### src/rtl/spi_master_periph.sv
// spi_master_periph
//   APB slave that turns TXD register writes into single-byte SPI master
//   transfers (modes 0-3, MSB first) and returns the received byte via RXD.
//
//   Ports
//     PCLK, PRESET          clock, synchronous active-high reset
//     PADDR/PWDATA/PWRITE/  APB slave side; only PADDR[3:2] is decoded,
//     PENABLE/PSEL          zero-wait (PREADY = PSEL & PENABLE)
//     PRDATA, PREADY        read data (0 unless a read access phase), ready
//     sclk, mosi, miso      SPI bus
//     cs_n                  chip select, low for the whole transfer
//
//   Register map: 0x0 CR {CLKDIV[15:8], CPHA[2], CPOL[1], EN[0]},
//   0x4 TXD (write-only), 0x8 RXD (read clears RXNE),
//   0xC SR {OVR[3], WCOL[2], RXNE[1], BUSY[0]} (write 1 clears WCOL/OVR).
module spi_master_periph #(
  parameter logic [7:0] CLKDIV_RST = 8'd4
) (
  input  logic        PCLK,
  input  logic        PRESET,
  input  logic [31:0] PADDR,
  input  logic [31:0] PWDATA,
  input  logic        PWRITE,
  input  logic        PENABLE,
  input  logic        PSEL,
  output logic [31:0] PRDATA,
  output logic        PREADY,
  output logic        sclk,
  output logic        mosi,
  input  logic        miso,
  output logic        cs_n
);

  typedef enum logic [1:0] {IDLE, LEAD, XFER, TRAIL} state_e;
  state_e state_q, state_d;

  logic       cr_en_q, cr_en_d, cr_cpol_q, cr_cpol_d, cr_cpha_q, cr_cpha_d;
  logic [7:0] cr_div_q, cr_div_d;
  logic [7:0] rxd_q, rxd_d;
  logic       rxne_q, rxne_d, wcol_q, wcol_d, ovr_q, ovr_d;
  // Transfer parameters frozen at TXD accept so CR writes only affect the next byte.
  logic       cpol_q, cpol_d, cpha_q, cpha_d;
  logic [7:0] div_q, div_d;
  logic [7:0] shift_q, shift_d;
  logic       rxbit_q, rxbit_d, mosi_q, mosi_d, sclk_q, sclk_d;
  logic [7:0] cnt_q, cnt_d;
  logic [3:0] edge_q, edge_d;

  logic acc, wr, rd, cr_wr, txd_wr, sr_wr, rxd_rd;
  logic busy, tick, abort, accept, done, leading, trailing;
  logic unused_bits;

  assign acc      = PSEL & PENABLE;
  assign wr       = acc & PWRITE;
  assign rd       = acc & ~PWRITE;
  assign cr_wr    = wr & (PADDR[3:2] == 2'd0);
  assign txd_wr   = wr & (PADDR[3:2] == 2'd1);
  assign sr_wr    = wr & (PADDR[3:2] == 2'd3);
  assign rxd_rd   = rd & (PADDR[3:2] == 2'd2);
  assign busy     = (state_q != IDLE);
  assign tick     = (cnt_q == div_q);
  assign abort    = busy & cr_wr & ~PWDATA[0];
  assign accept   = txd_wr & cr_en_q & ~busy;
  assign done     = (state_q == TRAIL) & tick & ~abort;
  // edge_q counts completed edges, so an even count means the next edge is leading.
  assign leading  = (state_q == XFER) & tick & ~edge_q[0];
  assign trailing = (state_q == XFER) & tick & edge_q[0];

  assign unused_bits = ^{PADDR[31:4], PADDR[1:0], PWDATA[31:16]};

  always_comb begin
    state_d = state_q;
    unique case (state_q)
      IDLE:    if (accept) state_d = LEAD;
      LEAD:    if (tick) state_d = XFER;
      XFER:    if (tick && edge_q == 4'd15) state_d = TRAIL;
      TRAIL:   if (tick) state_d = IDLE;
      default: state_d = IDLE;
    endcase
    if (abort) state_d = IDLE;
  end

  always_comb begin
    cr_en_d   = cr_en_q;
    cr_cpol_d = cr_cpol_q;
    cr_cpha_d = cr_cpha_q;
    cr_div_d  = cr_div_q;
    rxd_d     = rxd_q;
    rxne_d    = rxne_q;
    wcol_d    = wcol_q;
    ovr_d     = ovr_q;
    cpol_d    = cpol_q;
    cpha_d    = cpha_q;
    div_d     = div_q;
    shift_d   = shift_q;
    rxbit_d   = rxbit_q;
    mosi_d    = mosi_q;
    sclk_d    = sclk_q;

    if (cr_wr) begin
      cr_en_d   = PWDATA[0];
      cr_cpol_d = PWDATA[1];
      cr_cpha_d = PWDATA[2];
      cr_div_d  = PWDATA[15:8];
    end

    if (accept) begin
      cpol_d  = cr_cpol_q;
      cpha_d  = cr_cpha_q;
      div_d   = cr_div_q;
      shift_d = PWDATA[7:0];
      mosi_d  = PWDATA[7];
      sclk_d  = cr_cpol_q;
    end

    if (leading || trailing) sclk_d = ~sclk_q;

    if (leading) begin
      if (cpha_q) mosi_d = shift_q[7];
      else        rxbit_d = miso;
    end

    if (trailing) begin
      if (cpha_q) begin
        shift_d = {shift_q[6:0], miso};
      end else begin
        shift_d = {shift_q[6:0], rxbit_q};
        mosi_d  = shift_q[6];
      end
    end

    // Divider restarts on every state change so each phase gets full half-periods.
    if (state_q == IDLE || state_d != state_q || tick) cnt_d = '0;
    else                                               cnt_d = cnt_q + 8'd1;

    if (state_q != XFER) edge_d = '0;
    else if (tick)       edge_d = edge_q + 4'd1;
    else                 edge_d = edge_q;

    // Clears first, then sets: a coincident set event wins.
    if (rxd_rd)                  rxne_d = 1'b0;
    if (sr_wr && PWDATA[2])      wcol_d = 1'b0;
    if (sr_wr && PWDATA[3])      ovr_d  = 1'b0;
    if (txd_wr && cr_en_q && busy) wcol_d = 1'b1;
    if (done) begin
      rxd_d  = shift_q;
      rxne_d = 1'b1;
      // A read landing on the completion edge consumed the old byte: no overrun.
      if (rxne_q && !rxd_rd) ovr_d = 1'b1;
    end
  end

  always_ff @(posedge PCLK) begin
    if (PRESET) begin
      state_q   <= IDLE;
      cr_en_q   <= 1'b0;
      cr_cpol_q <= 1'b0;
      cr_cpha_q <= 1'b0;
      cr_div_q  <= CLKDIV_RST;
      rxd_q     <= '0;
      rxne_q    <= 1'b0;
      wcol_q    <= 1'b0;
      ovr_q     <= 1'b0;
      cpol_q    <= 1'b0;
      cpha_q    <= 1'b0;
      div_q     <= '0;
      shift_q   <= '0;
      rxbit_q   <= 1'b0;
      mosi_q    <= 1'b0;
      sclk_q    <= 1'b0;
      cnt_q     <= '0;
      edge_q    <= '0;
    end else begin
      state_q   <= state_d;
      cr_en_q   <= cr_en_d;
      cr_cpol_q <= cr_cpol_d;
      cr_cpha_q <= cr_cpha_d;
      cr_div_q  <= cr_div_d;
      rxd_q     <= rxd_d;
      rxne_q    <= rxne_d;
      wcol_q    <= wcol_d;
      ovr_q     <= ovr_d;
      cpol_q    <= cpol_d;
      cpha_q    <= cpha_d;
      div_q     <= div_d;
      shift_q   <= shift_d;
      rxbit_q   <= rxbit_d;
      mosi_q    <= mosi_d;
      sclk_q    <= sclk_d;
      cnt_q     <= cnt_d;
      edge_q    <= edge_d;
    end
  end

  always_comb begin
    PRDATA = '0;
    if (rd) begin
      unique case (PADDR[3:2])
        2'd0:    PRDATA = {16'h0, cr_div_q, 5'h0, cr_cpha_q, cr_cpol_q, cr_en_q};
        2'd2:    PRDATA = {24'h0, rxd_q};
        2'd3:    PRDATA = {28'h0, ovr_q, wcol_q, rxne_q, busy};
        default: PRDATA = '0;
      endcase
    end
  end

  assign PREADY = acc;
  assign cs_n   = (state_q == IDLE);
  assign sclk   = (state_q == IDLE) ? cr_cpol_q : sclk_q;
  assign mosi   = mosi_q;

endmodule
### config.mk
export PLATFORM = sky130hd
export DESIGN_NAME = spi_master_periph
export DESIGN_NICKNAME = d
export VERILOG_FILES = /design/src/rtl/spi_master_periph.sv
export SDC_FILE = /design/constraint.sdc
export NUM_CORES = 1
export LEC_CHECK = 0
export ABC_CLOCK_PERIOD_IN_PS = 2000
export CAP_MARGIN = 20
export CORE_MARGIN = 5
export CORE_UTILIZATION = 40
export CTS_CLUSTER_SIZE = 25
export DETAILED_ROUTE_END_ITERATION = 8
export PLACE_DENSITY = 0.85
export SLEW_MARGIN = 30
export SYNTH_ARGS = -nofsm -noshare
export SYNTH_HDL_FRONTEND = slang
export SYNTH_SLANG_ARGS = --single-unit
### constraint.sdc
create_clock -name PCLK -period 2 [get_ports PCLK]
set_clock_uncertainty 0.2 [all_clocks]
set_input_delay 0.4 -clock PCLK [delete_from_list [all_inputs] [get_ports PCLK]]
set_output_delay 0.4 -clock PCLK [all_outputs]
set_load 0.01 [all_outputs]
==> flow_results.org <==
** Timing
- Slew at the pin closest to its max-slew limit :: about 0.50 ns
- Setup violations remaining at the end of the flow were counted as 0.
- Timing would allow up to 500.2 MHz.
- Setup repair after global routing could not meet its margin everywhere.
- After layout, the minimum clock period comes to 1.999 ns.
- Dividing the final minimum period by the clock period gives 0.9996.
- Measured against its own limit, the worst slew margin works out to 0.6666.
- Final Hold Fails :: 0
- Slew Viols, Final :: 0

** Worst hold path
- Endpoint, Worst Hold :: div_q[1]
- The path class of the tightest hold or removal check is reg -> reg.
- Startpoint of the worst hold path :: cr_div_q[1]
- Counting instances, the worst hold path has a depth of 2.

** Pwr
- Total power density per cell area :: 556.9 nW/um2
- Power consumption :: 2.005 mW
- Standby leakage power :: 1.505 nW
- Register share of total power :: 0.559
- The internal power of the cells totals 1.563 mW.
- Of the total power, the clock network draws 0.367.
- Logic gate share of total power :: 0.075
- Power dissipated by switching net loads :: 0.4413 mW
- Maximum vdd ir drop :: approximately 0.33 mV
- Sw Ratio :: 0.2201

** Worst setup path
- Data arrives at the worst endpoint at 1.40 ns.
- In this run the critical register-to-register path is launched from div_q[0].
- End of the worst register-to-register path :: state_q[0]
- WS Path Type :: in -> out
- Critical path required time :: 1.40 ns
- The setup check on the worst reg-to-reg path leaves a slack of 0.07 ns.
- The number of cells on the worst reg-to-reg path is 5.
- Max FO, Critical Path :: 7
- The worst setup path is captured at a primary output.
- Type of element launching the critical path :: input pin

** Global route
- Largest net degree at the start of global routing :: 48
- After global routing the overflow that remains totals 0.
- Vias in the first global route :: 2,342
- The initial antenna violation count is 0.
- The first global-routing pass estimated ~11,000 um of wire.
- For this run, the total global-route usage over all layers was measured as 0.1578.

** Final layout
- Most common library cell in the layout ignoring fill and taps :: nand2_1
- Nets :: 473
- Excluding fillers, the count of instances in the completed layout stands at 482.
- Relative to the synthesized area, the layout overhead comes to 31.73%.
- Antenna cells :: 0
- # fillers :: 611
- Commonest cells after routing, fill and taps aside :: nand2_1 (61), dfxtp_1 (54), nor2_1 (35), buf_4 (35), a21oi_1 (24)
- Fraction of layout instances using a drive strength above 1 :: 0.2537

** Floorplanning
- The die is between 90 and 100 um tall.
- The die covers 8585 um2.
- Site row count :: 30
- Core region area :: 6719 um2
- Initial standard-cell utilization of the core :: 0.4067
- Die width :: 92.66 um
- I/O Pins :: 106

** Synth
- Of the total synthesized cell area, the portion taken by XOR and XNOR cells is 0.06914.
- Dominant combinational cell family by area after synthesis :: simple AND/OR/NAND/NOR gates
- Of the total synthesized cell area, the portion taken by AND, OR, NAND and NOR gates is 0.2816.
- Largest area contributor in the synthesized netlist :: dfxtp_1
- During synthesis, Yosys emitted a total of 0 warnings.
- Of the total synthesized cell area, the portion taken by full adders, half adders and majority gates is 0.009158.
- For this run, asynchronously set or reset flops after synthesis account for 0.
- Fraction of the mapped netlist area in compound gates :: 0.09936
- After synthesis, the netlist uses 40 different library cells.
- In the synthesized netlist the dominant register cell turns out to be dfxtp_1.
- Counting every instance in the synthesized netlist gives 329.
- After synthesis the cells add up to 2733 um2.
- In this run, synthesis inferred 0 flip-flops with an integrated enable.
- After synthesis, the share of cell area in mux cells is 0.05220.
- A synthesized cell averages 8.306 um2.
- By area the synthesized netlist is led by dfxtp_1 (41%), nand2_1 (8.5%), nor2_1 (5.2%).
- For this run, the register share of the synthesized area comes to 0.4103.
- Of the post-synthesis cell area, the dominant cell type holds 0.4103.
- Count of state elements after synthesis :: 56

** CTS
- Total CTS buffers :: 5
- In this run the deepest clock path goes through 2 buffers.
- TritonCTS built the clock tree.
- The number of hold buffers added after CTS was 0.
- Clock root cell :: clkbuf_8
- Insertion delay to the later sink of the worst-skew pair :: 0.32 ns
- Clock-pin transition on the worst setup and hold timing paths :: ~0.09 ns
- Clk sinks :: 56
- Number of levels the H-tree was split into :: 2

** Placement
- Estimated wirelength of the detail-placed design :: 4758 um
- Number of placed instances with taps included :: around 470
- The congestion estimate from routability-driven global placement came to 0.7839.
- Input/output buffers :: 43

** Drt
- After detailed routing, the number of remaining DRC violations is 0.
- Number of DRC violations after detailed-routing iteration 0 :: approximately 120
- The detail route stage leaves a number of antenna-violating nets equal to 0.
- For this block, the routed nets add up to a little under 7000 um of wire.
- Number of vias after detailed routing :: ~2,400
- Routed length per instance :: 14.15 um
- Detail-routed via count per cell :: 5.079
- For this run, the detailed router's first-pass iteration total came to 4.

** Flow run
- The tool flagged a number of max-cap violations equal to 0.

** Outcome
- Outcome :: finished, final reports clean
logic make-up (layout without fill, tap and decap cells):
logic type      after synthesis  count (layout)
compound gates               43              43
simple gates                159             159
other cells                   1              16
fa+ha+maj                     2               2
flops                        56              56
xor+xnor                     19              19
buf+inv                      35              93
mux                          14              14
worst max path at each step:
stage	from	endpoint	cells after the start
finish	PADDR[3]	PRDATA[7]	6
global route	PADDR[3]	PRDATA[5]	6
CTS	PWRITE	PRDATA[4]	7
detailed placement	PWRITE	PRDATA[13]	6
global placement	PWRITE	PRDATA[13]	6
floorplan	PADDR[2]	PRDATA[1]	4
what timing repair did:
| item | CTS | global route |
|---|---|---|
| buffers inserted | 4 | 2 |
| gates resized for setup | 98 | 26 |
| setup endpoints to repair | 44 | 27 |
| pin swaps | 9 | 8 |
Yosys cell counts, drive strengths merged (3+ instances only):
master,n
and2,14
nand2b,3
a311oi,8
nand2,62
clkbuf,10
dfxtp,56
buf,23
nand4,4
and3,5
nand3,12
nor3,8
a22oi,4
mux2i,12
xor2,17
nor4,4
a21oi,25
nor2,38
through the flow:
step	util	instance area, um2	setup WS (ns)	hold slack [ns]	TNS, ns
finish	0.5358	3600	0.0007567	0.2655	0
global route	0.5358	3600	-0.07730	0.2892	-0.2569
CTS	0.5238	3520	-0.006846	0.2670	-0.01835
detailed placement	0.5067	3405	-0.6723	0.2529	-24.67
global placement	0.5067	3405	-0.6526	0.2543	-22.56
floorplan	-	2789	0.1376	0.2405	0
layer usage:
layer	vias to the layer above	global-route usage	share of wire
met1	1143	0.1886	0.42
li1	1214	-	-
met2	76	0.2749	0.50
met4	0	0.05861	0.025
met5	-	0	0
met3	15	0.03656	0.054
worst max-delay path, stage by stage:
cell and delay [ns]:
clkdlybuf4s15_2 0.31, nor3b_2 0.20, buf_4 0.16, buf_6 0.11
and2_4 0.13, buf_6 0.09
power by group through the flow:
| stage | registers (mW) | logic (mW) | clock network (mW) |
|---|---|---|---|
| after detailed placement | 1.15 | 0.134 | 0 |
| after CTS | 1.12 | 0.142 | 0.739 |
| after global placement | 1.15 | 0.130 | 0 |
| final | 1.12 | 0.150 | 0.735 |
| after floorplan | 1.14 | 0.0731 | 0 |
| after global routing | 1.12 | 0.161 | 0.798 |
state kept, by name, indices dropped and copies added, names as in the netlist:
register and flops:
cr_en_q 1, rxd_q 8, state_q 2, ovr_q 1
cr_cpol_q 1, div_q 8, rxbit_q 1, cnt_q 8
shift_q 8, mosi 1, cr_cpha_q 1, sclk_q 1
cr_div_q 8, wcol_q 1, cpha_q 1, rxne_q 1
edge_q 4
area by class of cell:
type,count,area (um2),area share
sequential,56,1124,0.3121
inverter,2,7.507,0.002086
multi-input combinational,253,1573,0.4369
timing repair buffer,83,688.2,0.1912
clock inverter,2,35.03,0.009732
clock buffer,6,72.57,0.02016
tap,80,100.1,0.02781
Power figures use the tool's default switching activity.
